==> config.mk <==
export PLATFORM = sky130hd
export DESIGN_NAME = serdes_lane_aligner
export DESIGN_NICKNAME = d
export VERILOG_FILES = /design/src/rtl/serdes_align_pkg.sv /design/src/rtl/serdes_lane_aligner.sv
export SDC_FILE = /design/constraint.sdc
export NUM_CORES = 1
export LEC_CHECK = 0
export ABC_AREA = 1
export CAP_MARGIN = 20
export CORE_AREA = 5 5 65 55
export CTS_BUF_LIST = sky130_fd_sc_hd__clkbuf_4 sky130_fd_sc_hd__clkbuf_8
export CTS_CLUSTER_DIAMETER = 60
export DETAILED_ROUTE_END_ITERATION = 10
export DIE_AREA = 0 0 70 60
export PLACE_DENSITY = 0.95
export SLEW_MARGIN = 20
export SYNTH_ARGS = -nofsm -noshare
export SYNTH_HDL_FRONTEND = slang
export SYNTH_SLANG_ARGS = --single-unit
==> constraint.sdc <==
create_clock -name clk -period 3 [get_ports clk]
set_input_delay 0.6 -clock clk [delete_from_list [all_inputs] [get_ports clk]]
set_output_delay 0.6 -clock clk [all_outputs]
set_load 0.01 [all_outputs]
==> src/rtl/serdes_align_pkg.sv <==
// Shared types and defaults for the per-lane SERDES word aligner.
// Holds the FSM state encoding and the default tuning constants.
package serdes_align_pkg;

  typedef enum logic [2:0] {
    IDLE,
    COMPARE,
    SLIP,
    SETTLE,
    LOCKED,
    FAIL
  } align_state_e;

  localparam int DEF_SETTLE_CYCLES = 4;
  localparam int DEF_LOCK_COUNT    = 16;
  localparam int DEF_UNLOCK_COUNT  = 4;
  localparam int DEF_MAX_SLIPS     = 8;

  localparam int SLIP_W = 4;

endpackage

==> src/rtl/serdes_lane_aligner.sv <==
// Per-lane word aligner: bitslips the ISERDES until the training word matches.
// Define SERDES_LANE_ALIGNER_STATS_EN to add the o_err_count locked-error counter.
module serdes_lane_aligner
  import serdes_align_pkg::*;
#(
  parameter int SETTLE_CYCLES = DEF_SETTLE_CYCLES,
  parameter int LOCK_COUNT    = DEF_LOCK_COUNT,
  parameter int UNLOCK_COUNT  = DEF_UNLOCK_COUNT,
  parameter int MAX_SLIPS     = DEF_MAX_SLIPS
) (
  input  logic              clk,
  input  logic              rst,
  input  logic              i_enable,
  input  logic              i_train,
  input  logic [7:0]        i_pattern,
  input  logic [7:0]        i_lvds,
  output logic              o_bitslip,
  output logic              o_aligned,
  output logic              o_fail,
  output logic [SLIP_W-1:0] o_slip_count
`ifdef SERDES_LANE_ALIGNER_STATS_EN
  ,
  output logic [15:0]       o_err_count
`endif
);

  localparam logic [7:0]        LOCK_V   = 8'(LOCK_COUNT);
  localparam logic [3:0]        UNLOCK_V = 4'(UNLOCK_COUNT);
  localparam logic [3:0]        SETTLE_V = 4'(SETTLE_CYCLES);
  localparam logic [SLIP_W-1:0] SLIP_MAX = SLIP_W'(MAX_SLIPS);

  align_state_e      state_q, state_d;
  logic [7:0]        match_cnt_q, match_cnt_d;
  logic [3:0]        miss_cnt_q, miss_cnt_d;
  logic [3:0]        settle_cnt_q, settle_cnt_d;
  logic [SLIP_W-1:0] slip_cnt_q, slip_cnt_d;
  logic              bitslip_q, bitslip_d;
  logic              aligned_q, aligned_d;
  logic              fail_q, fail_d;
  logic              hit;
`ifdef SERDES_LANE_ALIGNER_STATS_EN
  logic [15:0]       err_cnt_q, err_cnt_d;
`endif

  assign hit = (i_lvds == i_pattern);

  always_comb begin
    state_d      = state_q;
    match_cnt_d  = match_cnt_q;
    miss_cnt_d   = miss_cnt_q;
    settle_cnt_d = settle_cnt_q;
    slip_cnt_d   = slip_cnt_q;
    bitslip_d    = 1'b0;
    aligned_d    = aligned_q;
    fail_d       = fail_q;
`ifdef SERDES_LANE_ALIGNER_STATS_EN
    err_cnt_d    = err_cnt_q;
`endif
    if (!i_enable) begin
      state_d      = IDLE;
      match_cnt_d  = '0;
      miss_cnt_d   = '0;
      settle_cnt_d = '0;
      slip_cnt_d   = '0;
      aligned_d    = 1'b0;
      fail_d       = 1'b0;
`ifdef SERDES_LANE_ALIGNER_STATS_EN
      err_cnt_d    = '0;
`endif
    end else begin
      unique case (state_q)
        IDLE: begin
          match_cnt_d  = '0;
          miss_cnt_d   = '0;
          settle_cnt_d = '0;
          slip_cnt_d   = '0;
          aligned_d    = 1'b0;
          fail_d       = 1'b0;
          state_d      = COMPARE;
        end
        COMPARE: begin
          if (i_train) begin
            if (hit) begin
              match_cnt_d = match_cnt_q + 8'd1;
              if (match_cnt_q == LOCK_V - 8'd1) begin
                state_d    = LOCKED;
                aligned_d  = 1'b1;
                miss_cnt_d = '0;
              end
            end else begin
              match_cnt_d = '0;
              if (slip_cnt_q == SLIP_MAX) begin
                state_d = FAIL;
                fail_d  = 1'b1;
              end else begin
                state_d   = SLIP;
                bitslip_d = 1'b1;
              end
            end
          end
        end
        SLIP: begin
          if (slip_cnt_q != '1) slip_cnt_d = slip_cnt_q + 1'b1;
          settle_cnt_d = '0;
          state_d      = SETTLE;
        end
        SETTLE: begin
          // Runs regardless of i_train; ISERDES settling is time-based.
          if (settle_cnt_q == SETTLE_V - 4'd1) begin
            settle_cnt_d = '0;
            state_d      = COMPARE;
          end else begin
            settle_cnt_d = settle_cnt_q + 4'd1;
          end
        end
        LOCKED: begin
          if (i_train) begin
            if (hit) begin
              miss_cnt_d = '0;
            end else begin
`ifdef SERDES_LANE_ALIGNER_STATS_EN
              if (err_cnt_q != '1) err_cnt_d = err_cnt_q + 16'd1;
`endif
              if (miss_cnt_q == UNLOCK_V - 4'd1) begin
                aligned_d   = 1'b0;
                slip_cnt_d  = '0;
                match_cnt_d = '0;
                miss_cnt_d  = '0;
                state_d     = COMPARE;
              end else begin
                miss_cnt_d = miss_cnt_q + 4'd1;
              end
            end
          end
        end
        FAIL: begin
          fail_d    = 1'b1;
          aligned_d = 1'b0;
        end
        default: state_d = IDLE;
      endcase
    end
  end

  always_ff @(posedge clk) begin
    if (rst) begin
      state_q      <= IDLE;
      match_cnt_q  <= '0;
      miss_cnt_q   <= '0;
      settle_cnt_q <= '0;
      slip_cnt_q   <= '0;
      bitslip_q    <= 1'b0;
      aligned_q    <= 1'b0;
      fail_q       <= 1'b0;
`ifdef SERDES_LANE_ALIGNER_STATS_EN
      err_cnt_q    <= '0;
`endif
    end else begin
      state_q      <= state_d;
      match_cnt_q  <= match_cnt_d;
      miss_cnt_q   <= miss_cnt_d;
      settle_cnt_q <= settle_cnt_d;
      slip_cnt_q   <= slip_cnt_d;
      bitslip_q    <= bitslip_d;
      aligned_q    <= aligned_d;
      fail_q       <= fail_d;
`ifdef SERDES_LANE_ALIGNER_STATS_EN
      err_cnt_q    <= err_cnt_d;
`endif
    end
  end

  assign o_bitslip    = bitslip_q;
  assign o_aligned    = aligned_q;
  assign o_fail       = fail_q;
  assign o_slip_count = slip_cnt_q;
`ifdef SERDES_LANE_ALIGNER_STATS_EN
  assign o_err_count  = err_cnt_q;
`endif

endmodule

==> flow_metrics.py <==
metrics = {
    "synth": {
        "syn_area_um2": 1629,
        "synth_cells": 260,
        "synth_area_per_cell_um2": 6.266,
        "yosysSeqAreaShare_pct": 31.95,
        "synth.most_common_cell": "nand2_1",
        "synth_edf_count": 0,
        "async_flop_share_pct": 0,
        "synth_common_cells": "nand2_1, nor2_1, inv_1",
        "ys_warn_count": 0,
        "ys_seq_elements": 26,
        "syn_nets": 285,
        "synth.area.top_cells": "dfxtp_1, nand2_1, nor2_1",
        "yosys.area.top_type": "dfxtp_1",
        "netlist-cell-type-count": 26,
        "netlist.area_leader.share_pct": 31.95,
        "ys.flop_type": "dfxtp_1",
    },
    "worst_hold_path": {
        "hold_depth": 2,
        "worstHoldPathType": "flip-flop to flip-flop",
        "hp-start": "settle_cnt_q[1]",
        "min_to": "settle_cnt_q[1]",
    },
    "clock_network": {
        "worstSkewPairLatency_ns": 0.34,
        "numCtsBuffers": 3,
        "cts_resized": 0,
        "clk_path_buf_depth": 2,
        "cts_tree": "built",
        "h-tree-depth": 1,
        "hold_buffers": 0,
        "cts_setup_buffers": 0,
        "clock-sinks": 26,
        "root_buffer": "clkbuf_4",
        "cts.clk_slew.worst_paths_ns": 0.14,
    },
    "power_and_ir_drop": {
        "power_switching_w": 0.0002091,
        "ir_drop_v": 0.0003347,
        "power.leakage_nw": 0.8781,
        "clockPowerShare_pct": 25.9,
        "cell_internal_pwr_w": 0.0004964,
        "comb_power_share_pct": 22.4,
        "sw_frac_of_total_pct": 29.63,
        "pwr-share-seq_pct": 51.7,
        "power_density_nw_per_um2": 358.5,
    },
    "global_routing": {
        "grt_overflow": 0,
        "antenna_found_initial": 0,
        "grt_max_degree": 17,
        "grt.total_usage_pct": 18.85,
        "grt_pass1_wl_um": 6437,
        "grt_pass1_vias": 1508,
    },
    "floorplanning": {
        "start_util_pct": 55.64,
        "io_pins": 27,
        "core_um2": 2928,
        "rows": 18,
        "die_area_um2": 4200,
        "die_height_um": 60,
        "die_w_um": 70,
    },
    "finish": {
        "stdcell_area_um2": 1968,
        "layout-drive-gt1-share_pct": 7.266,
        "final_nets": 315,
        "syn_to_final_growth_pct": 20.81,
        "antennaDiodeCount": 0,
        "fin_cells": 329,
        "num-fill-cells": 257,
    },
    "sta": {
        "fin_skew_ns": 0.006279,
        "fmax_mhz": 467.5,
        "fin_tns_setup_ns": 0,
        "maxSlewHeadroom_pct": 76.65,
        "rsz0062_at_grt": "no",
        "setup_violations": 0,
        "finalHoldViolations": 0,
        "min_period_ns": 2.139,
        "final.period_utilization_pct": 71.30,
        "hold_slack_ns": 0.4985,
        "slew_violations": 0,
        "worst_pin_slew_ns": 0.3494,
    },
    "placed_design": {
        "portBuffers": 26,
        "gp_congestion": 0.8914,
        "dp_hpwl_um": 2802,
        "dpl-instance-area_um2": 1932,
        "placed_cells": 325,
    },
    "job": {
        "maxCapViolations": 0,
    },
    "worst_setup_path": {
        "r2r_cells": 10,
        "cp-start-kind": "primary input",
        "r2r-start": "state_q[1]",
        "critPathArrivalTime_ns": 2.39,
        "worstPathMaxFanout": 9,
        "timing_worst_setup_path_type": "primary input to flip-flop",
        "reg2reg_to": "match_cnt_q[1]",
        "cp-end-kind": "flip-flop",
        "r2r_slack_ns": 1.09,
        "cp.required_ns": 3.25,
    },
    "detailed_routing": {
        "viasPerCell": 5.055,
        "ant_nets": 0,
        "wl_um": 3650,
        "first_pass_iters": 4,
        "dr_total_vias": 1663,
        "drtIter0Drc": 103,
        "drc_errors": 0,
        "avgRoutedWirePerCell_um": 11.09,
    },
    "status": {
        "status": "completed",
    },
}
[per-layer routing]
layer | share of wire, % | vias to the layer above | global-route usage [%] | wire, um
met5 | 0 | - | 0 | 0
met4 | 0.79 | 0 | 4.372 | 29
met3 | 5.6 | 6 | 5.210 | 206
met2 | 48 | 39 | 32.97 | 1734
met1 | 46 | 740 | 23.39 | 1679
li1 | - | 878 | - | -
[registers in the layout (all words and copies together) (netlist names)]
signal / count
o_slip_count: 4
state_q: 3
o_bitslip: 1
o_aligned: 1
miss_cnt_q: 4
settle_cnt_q: 4
o_fail: 1
match_cnt_q: 8
[cell families (layout without fill, tap and decap cells)]
kind of cell,Yosys count,count (layout),share of synthesized area [%]
AND/OR/NAND/NOR,149,149,38.94
buffers and inverters,38,67,9.216
AO/OA/AOI/OAI,31,31,10.14
flip-flops,26,26,31.95
XOR/XNOR,11,11,5.914
adder cells (fa/ha/maj),5,5,3.840
[worst max-delay path: stages]
cell and delay (ns):
clkdlybuf4s50_1 0.48, xnor2_1 0.12, nand2_1 0.07, nor2_1 0.22, nand2_1 0.29, nand2_1 0.19
nand3_1 0.17, o21ai_0 0.20, nor2_1 0.05
[power by group through the flow]
| stage | sequential, W | clock (W) | combinational [W] |
|---|---|---|---|
| after global placement | 0.000372 | 0 | 0.000151 |
| after global routing | 0.000366 | 0.000200 | 0.000178 |
| after floorplan | 0.000371 | 0 | 0.000104 |
| final | 0.000365 | 0.000183 | 0.000158 |
| after CTS | 0.000364 | 0.000187 | 0.000157 |
| after detailed placement | 0.000372 | 0 | 0.000155 |
[placed cells by master, fill, tap and decap left out]
master           count
clkbuf_8             1
ha_1                 5
nor2_1              41
inv_1               33
nor3b_1              1
nand3_2              1
o21ai_0              6
nor3_2               1
or2_2                1
o21ai_2              2
nor2_2               4
clkbuf_4             3
dfxtp_1             26
buf_4                1
nand4_1              3
a21oi_1             18
xor2_1               6
nand2_2              5
xnor2_1              5
nor3_1               2
inv_2                2
nand3_1             16
o21ai_1              3
clkinv_1             1
clkdlybuf4s50_1     26
nand2_1             73
a31oi_1              2
nand3b_1             1
[metrics by stage]
step / worst slack, ns / total power (W) / util (%)
after floorplan: 1.273 / 0.0004749 / -
after global placement: 0.5906 / 0.0005222 / 65.98
after detailed placement: 0.5178 / 0.0005269 / 65.98
after CTS: 0.9016 / 0.0007084 / 67.22
after global routing: 0.6751 / 0.0007442 / 67.22
final: 0.8611 / 0.0007055 / 67.22
[cell type report]
type / instances / area [um^2] / area share, %
sequential: 26 / 520.5 / 26.45
clock buffer: 4 / 36.28 / 1.844
multi-input combinational: 196 / 958.4 / 48.70
tap: 40 / 50.05 / 2.543
timing repair buffer: 27 / 267.8 / 13.60
inverter: 36 / 135.1 / 6.866
[how the worst max path moves through the flow]
stage	to	cells past startpoint	start
final	miss_cnt_q[0]	9	i_pattern[7]
after global routing	miss_cnt_q[1]	11	i_lvds[5]
after CTS	miss_cnt_q[1]	10	i_pattern[7]
after detailed placement	miss_cnt_q[0]	9	i_pattern[7]
after global placement	miss_cnt_q[0]	9	i_pattern[7]
after floorplan	miss_cnt_q[0]	8	i_pattern[7]
Note: power is estimated with default switching activity, not from simulation.
==> edit, RTL diff (same settings) <==
The 6 states of `align_state_e` get a Gray code encoding in 3 bits.
--- a/src/rtl/serdes_align_pkg.sv
+++ b/src/rtl/serdes_align_pkg.sv
@@ -3,12 +3,12 @@
 package serdes_align_pkg;
 
   typedef enum logic [2:0] {
-    IDLE,
-    COMPARE,
-    SLIP,
-    SETTLE,
-    LOCKED,
-    FAIL
+    IDLE    = 3'b000,
+    COMPARE = 3'b001,
+    SLIP    = 3'b011,
+    SETTLE  = 3'b010,
+    LOCKED  = 3'b110,
+    FAIL    = 3'b111
   } align_state_e;
 
   localparam int DEF_SETTLE_CYCLES = 4;
Function: same outputs for any inputs over 10 cycles, from zero or initial values; not proved beyond that.
==> edit against the original RTL <==
- final cell count rose by 17%
- final area rose by 13%
- via count is 20% higher
- clock skew about the same
- synthesized area rose by 14%
- sequential share of layout area down 2.9 points
- routed wire length is 18% higher
- sequential power is 1% higher
- non-clock buffer count did not move
- total power is 18% higher
- first-iteration DRC count grew 50%
- register-to-register slack better by 270 ps
- sequential cell count unchanged
- setup slack gained 130 ps
==> edit: results <==
export IMPL_outcome="completed"
export IMPL_regArea_sq_um=520
export IMPL_cpPeakStageDelay_ps=500
export IMPL_synth_common_cells="nand2_1 (95), nor2_1 (56), inv_1 (51), dfxtp_1 (26), nand3_1 (15)"
export IMPL_dr_pass1_iters=7
export IMPL_drive_gt1_share_pct=7.85
export IMPL_cts_path_max_buffers=2
export IMPL_synth_compound_area_share_pct=8.88
export IMPL_post_cts_setup_buffer_count=0
export IMPL_leakagePower_nw=1.07
export IMPL_worst_pin_slew_ps=503
export IMPL_grt_pass1_wl_microns=7450
export IMPL_crit_start="i_pattern[5]"
export IMPL_wl_met2_microns=2080
export IMPL_ys_top_cells_by_area="dfxtp_1 (28%), nand2_1 (19%), nor2_1 (11%)"
export IMPL_seq_area_frac_synth_pct=28.0
export IMPL_n_antenna_cell=0
export IMPL_arrival_ps=2300
export IMPL_gr_usage_met2_pct=39.2
export IMPL_reg2reg_from="miss_cnt_q[0]"
export IMPL_finalNetCount=370
export IMPL_syn_num_nets=340
export IMPL_r2r_slack_ps=1360
export IMPL_r2r_cells=7
export IMPL_synth_xor_area_share_pct=1.88
export IMPL_dpl_cell_area_sq_um=2160
export IMPL_grt_max_degree=19
export IMPL_clk_latency_ps=340
export IMPL_endpoint="match_cnt_q[6]"
export IMPL_wire_per_inst_microns=11.2
export IMPL_ir_worst_vdd_v=0.000247
export IMPL_fill_cells=236
export IMPL_clock_skew_ps=6.43
export IMPL_globalplace_congestion=1.03
export IMPL_fin_ws_ps=989
export IMPL_slowest_stage="clkdlybuf4s50_1"
export IMPL_grt_pass1_vias=1802
export IMPL_track_usage_pct=21.9
export IMPL_crit_fanout=8
export IMPL_holdWs_ps=504
export IMPL_use_met3_pct=3.70
export IMPL_drt_iter0_drc=154
export IMPL_stdcell_count=384
export IMPL_grt_use_met1_pct=26.5
export IMPL_synthCells=315
export IMPL_dpl_hpwl_microns=3240
export IMPL_wl_met1_microns=1900
export IMPL_dp_slack_ps=642
export IMPL_viasPerCell=5.20
export IMPL_route_met3_wl_microns=232
export IMPL_synth_cell_types=29
export IMPL_top_register="match_cnt_q"
export IMPL_timing_rr_end="state_q[0]"
edit: changes by cell type in the layout (fill, tap and decap cells not counted), sizes merged, moves of 3 or more:
cell / unedited run / this run
xnor2: 5 / 1
nand3: 17 / 20
nand2: 78 / 98
nor2: 45 / 60
inv: 35 / 56
xor2: 6 / 3
edit: area by class of cell:
cell class	instances	share of cell area [%]
clock buffers	3	1.02
inverters	56	9.49
clock inverters	1	1.36
multi-input cells	231	50.3
well taps	40	2.26
repair buffers	27	12.1
flip-flops and latches	26	23.5
edit: cell families (layout without fill, tap and decap cells):
group                    count (synthesis)  count (layout)
XOR/XNOR                                 4               4
buffers and inverters                   58              87
flip-flops                              26              26
AO/OA/AOI/OAI                           29              29
adder cells (fa/ha/maj)                  5               5
AND/OR/NAND/NOR                        193             193
edit: where the power goes:
group          switching (mW)  internal, mW  total [mW]
registers              0.0119         0.358       0.370
logic                   0.129        0.0861       0.215
clock network           0.112         0.135       0.247
total                   0.253         0.579       0.832
